`src/rtl/uart_tx_scheduler.sv`:
```
// uart_tx_scheduler: round-robin sharing of one 7-bit UART serializer among NUM_REQ requesters
// Ports:
//   clk, rst_n          clock, asynchronous active-low reset
//   enable              gates new grants; a running frame and its gap always complete
//   req, req_data       per-requester request levels and packed 7-bit payloads
//   ack                 one-cycle pulse to the winner; its payload is captured on that edge
//   grant_id            index of the current or last winner
//   busy                high while a frame or inter-frame gap is in progress
//   send_flag, send_data serializer start/hold level and the captured payload
module uart_tx_scheduler #(
    parameter int NUM_REQ      = 4,
    parameter int CLKS_PER_BIT = 60,
    parameter int FRAME_BITS   = 10,
    parameter int GAP_CLKS     = 2
) (
    input  logic                 clk,
    input  logic                 rst_n,
    input  logic                 enable,
    input  logic [NUM_REQ-1:0]   req,
    input  logic [NUM_REQ*7-1:0] req_data,
    output logic [NUM_REQ-1:0]   ack,
    output logic [2:0]           grant_id,
    output logic                 busy,
    output logic                 send_flag,
    output logic [6:0]           send_data
);
    localparam int FRAME_CLKS = CLKS_PER_BIT * FRAME_BITS;
    localparam int FW = $clog2(FRAME_CLKS) + 1;
    localparam int GW = $clog2(GAP_CLKS) + 1;
    typedef enum logic [1:0] {IDLE, SEND, GAP} state_t;
    state_t          state;
    logic [FW-1:0]   fcnt;
    logic [GW-1:0]   gcnt;
    logic [2:0]      rr_ptr;
    logic [2:0]      win;
    logic [2:0]      cand;
    logic [7:0]      req_ext;
    logic [7:0][6:0] data_ext;
    // Pad requests and payloads to eight lanes so a 3-bit index always fits.
    assign req_ext = 8'(req);
    for (genvar g = 0; g < NUM_REQ; g++) begin : g_data
        assign data_ext[g] = req_data[7*g +: 7];
    end
    for (genvar g = NUM_REQ; g < 8; g++) begin : g_pad
        assign data_ext[g] = '0;
    end
    // Scan downward so the last hit is the first set bit above rr_ptr.
    always_comb begin
        win  = '0;
        cand = '0;
        for (int k = NUM_REQ; k >= 1; k--) begin
            cand = 3'((int'(rr_ptr) + k) % NUM_REQ);
            win  = req_ext[cand] ? cand : win;
        end
    end
    always_ff @(posedge clk or negedge rst_n) begin
        if (!rst_n) begin
            state     <= IDLE;
            ack       <= '0;
            grant_id  <= '0;
            busy      <= 1'b0;
            send_flag <= 1'b0;
            send_data <= '0;
            fcnt      <= '0;
            gcnt      <= '0;
            rr_ptr    <= 3'(NUM_REQ - 1);
        end else begin
            ack <= '0;
            case (state)
                IDLE: if (enable && |req) begin
                    send_data <= data_ext[win];
                    grant_id  <= win;
                    ack       <= NUM_REQ'(8'd1 << win);
                    send_flag <= 1'b1;
                    busy      <= 1'b1;
                    rr_ptr    <= win;
                    fcnt      <= '0;
                    state     <= SEND;
                end
                SEND: if (fcnt == FW'(FRAME_CLKS - 1)) begin
                    send_flag <= 1'b0;
                    gcnt      <= '0;
                    state     <= GAP;
                end else begin
                    fcnt <= fcnt + 1'b1;
                end
                GAP: if (gcnt == GW'(GAP_CLKS - 1)) begin
                    busy  <= 1'b0;
                    state <= IDLE;
                end else begin
                    gcnt <= gcnt + 1'b1;
                end
                default: state <= IDLE;
            endcase
        end
    end
endmodule

```
`config.mk`:
```
export PLATFORM = sky130hd
export DESIGN_NAME = uart_tx_scheduler
export DESIGN_NICKNAME = d
export VERILOG_FILES = /design/src/rtl/uart_tx_scheduler.sv
export SDC_FILE = /design/constraint.sdc
export NUM_CORES = 1
export LEC_CHECK = 0
export CAP_MARGIN = 10
export CORE_ASPECT_RATIO = 0.9
export CORE_MARGIN = 3
export CORE_UTILIZATION = 46
export CTS_CLUSTER_SIZE = 28
export DETAILED_ROUTE_END_ITERATION = 6
export PLACE_DENSITY = 0.81
export SETUP_SLACK_MARGIN = 0.2
export SYNTH_ARGS = -nofsm -noshare
export SYNTH_HDL_FRONTEND = slang
export SYNTH_SLANG_ARGS = --single-unit
```
`constraint.sdc`:
```
create_clock -name clk -period 4.84 [get_ports clk]
set_input_delay 0.968 -clock clk [delete_from_list [all_inputs] [get_ports clk]]
set_output_delay 0.968 -clock clk [all_outputs]
set_load 0.01 [all_outputs]
```
### Word level (Yosys, flattened, before mapping)

Index checks and enable logic that the tools add are counted.

| word-level totals | value |
|---|---|
| register bits | 33 |
| output and inout port bits | 16 |

| operators by class | value |
|---|---|
| shift operators | 1 |
| add/sub/neg operators | 6 |
| muxes and demuxes | 31 |
| magnitude comparators | 5 |
| reduce and logical (&&, ||, !) cells | 16 |
| equal/unequal tests | 9 |
| bitwise logic cells | 4 |

Operators with widths:

| cell | number |
|---|---|
| $mux 11 | 2 |
| $pmux 11 s2 | 1 |
| $bmux 7 s3 | 1 |
| $lt 3x4->1 const B | 5 |
| $reduce_and 3->1 | 5 |
| $bmux 1 s3 | 4 |
| $mux 3 | 4 |
| $add 11x1->11 const B | 1 |
| $eq 11x10->1 const B | 1 |
| $mux 2 | 5 |
| $ne 2x2->1 const B | 5 |
| $mux 4 | 2 |
| $reduce_or 2->1 | 4 |
| $mux 1 | 7 |
| $mux 7 | 1 |
| $add 2x1->2 const B | 3 |
| $pmux 2 s3 | 1 |
| $reduce_bool 2->1 | 3 |
| $add 2x2->2 const B | 2 |
| $and 1x1->1 const A | 4 |
| $eq 2x1->1 const B | 2 |
| $pmux 1 s2 | 2 |
| $pmux 2 s2 | 1 |
| $reduce_or 4->1 | 1 |
| 5 further kinds | 5 |

### Longest topological paths before layout

Gate-level depths: netlist of the first run.

| depth | value |
|---|---|
| depth after elaboration | 12 |
| mapped depth | 6 |
| mapped depth without buffers | 6 |

### Least setup slack after synthesis of the first run

OpenSTA, ideal clock, no wires.

| timing | value |
|---|---|
| path kind | input -> register |
| start point | in req[3] |
| end point | reg send_data[0] |
| cell stages on the path | 5 |
| setup slack | 2.563 ns |
| required time | 4.714 ns |
| data arrival time | 2.151 ns |
| library setup time | 0.126 ns |
| path through | nor2b_2 a21oi_2 o221ai_4 mux2_2 a221o_1 |

| between the ends | value |
|---|---|
| longest elaborated chain between the ends | 8 |
| elaborated cells on any way between the ends | 17 |

Ends and longest elaborated chain:

| what | RTL line | RTL |
|---|---|---|
| from (decl) | 19 | `input logic [NUM_REQ-1:0] req,` |
| $bmux 1 s3 | 53 | `win = req_ext[cand] ? cand : win;` |
| $mux 1 (not written as such) | 53 |  |
| $mux 3 (4 in a row) | 53 |  |
| $bmux 7 s3 | 71 | `send_data <= data_ext[win];` |
| $mux 7 (not written as such) | 71 |  |
| to (signal assigned) | 71 |  |
| to (decl) | 25 | `output logic [6:0] send_data` |

Parallel ways exist; a longest one is shown, timed or not. The select of a mux whose other input is x is not followed.
A chain may end at the register's enable or synchronous reset.

### Worst setup path after layout of the first run

| timing | value |
|---|---|
| start point | in req[0] |
| end point | reg send_data[4] |

The elaborated chain is that of the path after synthesis.

==> metrics.md, run 1 <==
| Metric | Value |
|---|---|
| Final setup viols | `0` |
| DR vias/cell | `5.58` |
| Congestion Overflow GR | `0` |
| Crit. Startpoint | `req[0]` |
| CTS sink cnt | `32` |
| Crit path time final | `2.97 ns` |
| Yosys top cell area share | `40.5%` |
| Initial Util | `48.9%` |
| WP data arrival | `3.14 ns` |
| Die height | `66.2 um` |
| Row count | `21` |
| Final Max Slew Viols | `0` |
| Hold path depth | `2` |
| Area Growth Syn to Fin | `33.6%` |
| Core Area | `3780 um^2` |
| Min Hold Slack | `0.501 ns` |
| Tcrit/Tclk final | `61.4%` |
| Clock Skews | `0.00641 ns` |
| Hold Path Sink | `rr_ptr[1]` |
| Register-to-Register Path Depth | `4` |
| Metal3 WL | `217 um` |
| Hold/Removal Path Class | `reg -> reg` |
| Peak VDD IR | `0.000182 V` |
| WL met1 | `1980 um` |
| Die Area | `4820 um^2` |
| Register area share after synthesis | `43.4%` |
| Crit-path cells | `clkdlybuf4s50_1 -> o41ai_4 -> nor2_2 -> nand2_2 -> nor2_1 -> a221o_1` |
| Hpwl dp | `3020 um` |
| Number of global-route vias before repair | `1453` |
| Clock Path Buffers | `2` |
| RSZ-0062 raised after global routing | `no` |
| First-pass GRT wire length | `6790 um` |
| Max Clock Freq | `0.336 GHz` |
| Flop-to-flop setup slack | `2.60 ns` |
| DR top layer | `met4` |
| Post-synth cell types | `45` |
| WS Path Type | `in -> reg` |
| Worst Path Max Fanout | `16` |
| Clock-pin slew on the worst setup and hold paths | `0.07 ns` |
| Synth Flop Type | `dfrtp_1` |
| Port bufs | `49` |
| H-Tree Level Count | `2` |
| Final WL | `4230 um` |
| Worst relative slew slack | `31.0%` |
| Status | `finished clean` |
| Hold Buf Count CTS | `0` |
| Die W | `72.9 um` |
| CP Launch Type | `input pin` |
| Nets | `273` |
| Post-CTS Setup Inserts | `0` |
| FFs w/ async S/R, synth | `100%` |
| Post_cts resized | `0` |
| Post-Syn Nets | `225` |
| Mean Syn Cell Area | `9.85 um^2` |
| DRC viols | `0` |
| Clock latency on the worst-skew pair | `0.29 ns` |
| Synth Cell Area | `1850 um^2` |
| Clk root buf | `clkbuf_8` |
| Share of cells above drive strength 1 | `13.1%` |
| Synthesized flop and latch total | `32` |
| Final estimated routing congestion in global placement | `0.823` |
| Cell accounting for the most synthesized area | `dfrtp_1` |
| Ant. Diodes | `0` |
| Setup TNS | `0 ns` |
| Initial antenna violation count | `0` |
| Iteration-0 DRC Markers | `99` |
| Hold Fails Final Rpt | `0` |
| Total Routing Usage GR | `18.4%` |
| Least-Margin Pin Slew | `1.03 ns` |
| Synth warn | `0` |
| Pleak | `1.00 nW` |
| Iteration count of the initial detailed-routing pass | `4` |
| Ports | `51` |
| Largest net degree at the start of global routing | `33` |
| Crit. End Element | `flip-flop` |
| Hold_sp | `rr_ptr[1]` |
| Num CTS Buffers | `5` |
| Routed WL per cell | `15.0 um` |
| Post-synth EDFFs | `0` |
| Routed vias | `1579` |
| Power Density | `351 nW/um^2` |
| Synth area leaders | `dfrtp_1 (41%), nand3_1 (5.1%), nor2_1 (4.7%), mux2i_1 (4.3%), mux2_2 (4.3%)` |
| CP required | `5.01 ns` |
| TritonCTS clock tree | `built` |
| Crit-path slowest cell | `o41ai_4` |
| Antenna viol nets, final | `0` |
| Max Cap Viol | `0` |
| Met2 WL | `1980 um` |
| Fill count | `312` |
| CP max stage delay | `0.70 ns` |
| Worst R2R Start | `rr_ptr[0]` |
| Mapped Cells | `188` |
| Reg2reg end | `send_data[4]` |
-- synth_stat cells, drive strengths merged (5+ instances only) --
master,count
dfrtp,30
nor2,24
nand3,21
nand2,15
a21oi,8
mux2,8
mux2i,8
o21ai,8
a221o,7
buf,7
inv,6
nor3,5
xor2,5
-- layer usage --
layer,up-vias,GRT usage (%)
li1,773,-
met1,746,25.7
met2,53,27.0
met3,7,5.32
met4,0,6.68
met5,-,0
-- kinds of logic after synthesis --
| family | Yosys count | synth area share [%] |
|---|---|---|
| AOI/OAI and AO/OA | 33 | 15.1 |
| xor gates and xnor gates | 5 | 2.36 |
| adders and majority gates | 2 | 1.35 |
| buffers and inverters | 15 | 4.46 |
| DFF | 32 | 43.4 |
| muxes | 16 | 9.19 |
| other | 1 | 0.203 |
| and+or+nand+nor | 84 | 24.0 |
-- placed cells by master (no fill, tap or decap), types with 4 or more instances in the layout --
cell and count:
a21oi_1 7, a221o_1 7, clkbuf_8 7, clkdlybuf4s50_1 49, dfrtp_1 30, inv_1 6
mux2_2 7, mux2i_1 8, nand2_1 12, nand3_1 19, nor2_1 23, nor3_1 4
o21ai_0 7, xor2_1 5
-- report_power, final --
| part | total (mW) | leakage (nW) | internal [mW] | switching, mW |
|---|---|---|---|---|
| registers | 0.362 | 0.399 | 0.316 | 0.0464 |
| clock network | 0.281 | 0.0645 | 0.182 | 0.0998 |
| logic | 0.224 | 0.539 | 0.129 | 0.0957 |
-- how the worst max path moves through the flow --
| stage | to | slack [ns] | cells past startpoint |
|---|---|---|---|
| 6_report | send_data[4] | 1.87 | 6 |
| 5_1_grt | send_data[4] | 1.72 | 6 |
| 4_1_cts | send_data[4] | 1.85 | 6 |
| 3_5_place_dp | send_data[4] | 1.55 | 6 |
| 3_3_place_gp | send_data[4] | 1.59 | 6 |
| 2_1_floorplan | send_data[0] | 2.56 | 5 |
-- critical path, delay by kind of cell --
kind | cells | cell delay, ns
AOI/OAI and AO/OA | 2 | 1.07
and+or+nand+nor | 3 | 0.59
buffers and inverters | 1 | 0.52
-- stage by stage --
step                total power, mW  area (um^2)  util [%]  instances  worst slack [ns]
finish                        0.868         2470      65.4        283              1.87
global route                  0.915         2470      65.4        283              1.72
CTS                           0.875         2470      65.4        283              1.85
detailed placement            0.591         2350      62.0        275              1.55
global placement              0.585         2350      62.0        275              1.59
floorplan                     0.492         1850         -        188              2.56
-- area by class of cell --
class / instances / area [um^2] / share of cell area (%)
sequential: 32 / 803 / 32.5
timing repair buffer: 50 / 498 / 20.1
multi-input combinational: 141 / 966 / 39.0
clock buffer: 7 / 96.3 / 3.89
tap: 46 / 57.6 / 2.33
inverter: 6 / 22.5 / 0.910
clock inverter: 1 / 30.0 / 1.21
-- state kept, by name (all words and copies together) (netlist names) --
register   count
ack            4
busy           1
fcnt          11
gcnt           2
grant_id       2
rr_ptr         2
send_data      7
send_flag      1
state          2
No activity file was read; power rests on OpenSTA's default activity.
==> inputs of run 2 (changes only) <==
==> constraint.sdc (replaced) <==
create_clock -name clk -period 2.8 [get_ports clk]
set_input_delay 0.56 -clock clk [delete_from_list [all_inputs] [get_ports clk]]
set_output_delay 0.56 -clock clk [all_outputs]
set_load 0.01 [all_outputs]
==> run 2 against run 1 <==
Against the previous run:
- clock skew fell by 0.0025 ns
- utilization rose by 0.63 points
- via count rose by 0.51%
- highest routed layer unchanged
- worst setup slack got worse by 1.4 ns
- non-clock buffer count rose by 6
- largest power group unchanged
==> metrics.md, run 2 (synthesized netlist as in run 1, its figures left out) <==
| Metric | Value |
|---|---|
| Core Area | `3780 um^2` |
| Number of flip-flops in the largest register | `11` |
| Die height | `66.2 um` |
| Most common cell after layout, fill and taps aside | `clkdlybuf4s50_1` |
| Initial antenna violation count | `0` |
| Biggest registers after layout | `fcnt x11, send_data x7, ack x4` |
| Crit. End Element | `flip-flop` |
| Final non-filler cell total | `289` |
| Tcrit/Tclk final | `82.2%` |
| Fill count | `328` |
| Post-CTS Setup Inserts | `0` |
| Reg power frac | `44.8%` |
| Die W | `72.9 um` |
| Share of cells above drive strength 1 | `15.2%` |
| Flop-to-flop setup slack | `0.78 ns` |
| Num CTS Buffers | `5` |
| Power Total | `1.40 mW` |
| Largest net degree at the start of global routing | `33` |
| Hold/Removal Path Class | `reg -> reg` |
| WP data arrival | `2.46 ns` |
| H-Tree Level Count | `2` |
| WS Path Type | `in -> reg` |
| Hold Fails Final Rpt | `0` |
| Iteration count of the initial detailed-routing pass | `4` |
| Hpwl dp | `3020 um` |
| CTS sink cnt | `32` |
| Clock latency on the worst-skew pair | `0.28 ns` |
| CP Launch Type | `input pin` |
| Clock Skews | `0.00392 ns` |
| Psw | `0.417 mW` |
| Clk root buf | `clkbuf_8` |
| Crit-path cells | `clkdlybuf4s50_1 -> nor2b_2 -> a21oi_2 -> o221ai_4 -> buf_12 -> mux2_2 -> a221o_1` |
| Setup TNS | `0 ns` |
| DRC viols | `0` |
| Die Area | `4820 um^2` |
| Grt met3 use | `4.10%` |
| Initial Util | `48.9%` |
| First-pass GRT wire length | `6530 um` |
| Sw frac | `29.9%` |
| Total Routing Usage GR | `17.5%` |
| Peak VDD IR | `0.000303 V` |
| Placed cell count | `281` |
| Busiest grt layer | `met1` |
| CP required | `2.96 ns` |
| Post_cts resized | `0` |
| Post-layout util | `66.0%` |
| DR vias/cell | `5.49` |
| Combinational power share | `29.1%` |
| Max Clock Freq | `0.435 GHz` |
| Crit-path slowest cell | `clkdlybuf4s50_1` |
| TritonCTS clock tree | `built` |
| Max Cap Viol | `0` |
| Ports | `51` |
| Worst relative slew slack | `61.5%` |
| Final WS setup | `0.500 ns` |
| Clock-pin slew on the worst setup and hold paths | `0.07 ns` |
| Dpl ws | `0.206 ns` |
| Least-Margin Pin Slew | `0.576 ns` |
| WP buf/inv | `2` |
| Crit path time final | `2.30 ns` |
| Pint | `0.979 mW` |
| Power Density | `559 nW/um^2` |
| Clock Path Buffers | `2` |
| Final WL | `4150 um` |
| Congestion Overflow GR | `0` |
| RSZ-0062 raised after global routing | `no` |
| Status | `finished clean` |
| CP max stage delay | `0.57 ns` |
| Hold Buf Count CTS | `0` |
| Worst Path Max Fanout | `19` |
| Ant. Diodes | `0` |
| Most frequent cells in the layout | `clkdlybuf4s50_1 (49), dfrtp_1 (30), nor2_1 (23)` |
| Top delay family on crit path | `buffers and inverters` |
| Port bufs | `49` |
| Largest reg by FF count | `fcnt` |
| Global-route track usage on met2 | `25.1%` |
| Nets | `279` |
| Routed vias | `1587` |
| GR Util met1 | `25.8%` |
| Area Growth Syn to Fin | `34.9%` |
| Iteration-0 DRC Markers | `100` |
| Antenna viol nets, final | `0` |
| Clock share of power | `26.2%` |
| Final estimated routing congestion in global placement | `0.824` |
| Row count | `21` |
| Final Max Slew Viols | `0` |
| Number of global-route vias before repair | `1406` |
| Routed WL per cell | `14.3 um` |
| Pleak | `1.02 nW` |
| Final setup viols | `0` |
-- run 2: cell count changes in the layout (fill, tap and decap cells not counted) --
cell / change
buf_12: +1
buf_4: +5
bufinv_16: -1
clkbuf_8: -1
clkinv_2: +2
-- run 2: final cells by class --
type	count	area, um^2	share of cell area, %
clock inverters	2	10.0	0.401
multi-input cells	141	966	38.7
well taps	46	57.6	2.30
repair buffers	56	556	22.2
inverters	6	22.5	0.902
clock buffers	6	82.6	3.31
flip-flops and latches	32	803	32.2
-- run 2: path summary, 6_finish.rpt --
check                           from            to  cells after the start
min in group asynchronous      rst_n   grant_id[1]                      2
min reg2reg                rr_ptr[1]     rr_ptr[1]                      2
min                        rr_ptr[1]     rr_ptr[1]                      2
max reg2reg                  fcnt[3]       fcnt[0]                      5
max in group asynchronous      rst_n     rr_ptr[0]                      2
max                           req[3]  send_data[3]                      7
-- run 2: metal layers --
metal / wire length [um] / up-vias
met5: 0 / -
met3: 176 / 8
met2: 1890 / 34
met4: 55 / 0
met1: 2030 / 766
li1: - / 779
-- run 2: metrics by stage --
stage | hold WS (ns) | instance area (um^2)
after floorplan | 0.264 | 1850
after global placement | 0.482 | 2400
after detailed placement | 0.489 | 2400
after CTS | 0.504 | 2500
after global routing | 0.524 | 2500
final | 0.509 | 2500
-- run 2: tightest hold or removal path: cells and delay by family (launching register included) --
family / cells / cell delay (ns)
simple gates: 2 / 0.11
flops: 1 / 0.40
-- run 2: power groups by stage --
stage          Clock, mW  Combinational, mW  Sequential, mW
2_1_floorplan          0              0.224           0.627
4_1_cts            0.372              0.409           0.622
3_5_place_dp           0              0.407           0.628
3_3_place_gp           0              0.397           0.629
6_report           0.366              0.406           0.625
5_1_grt            0.389              0.443           0.637
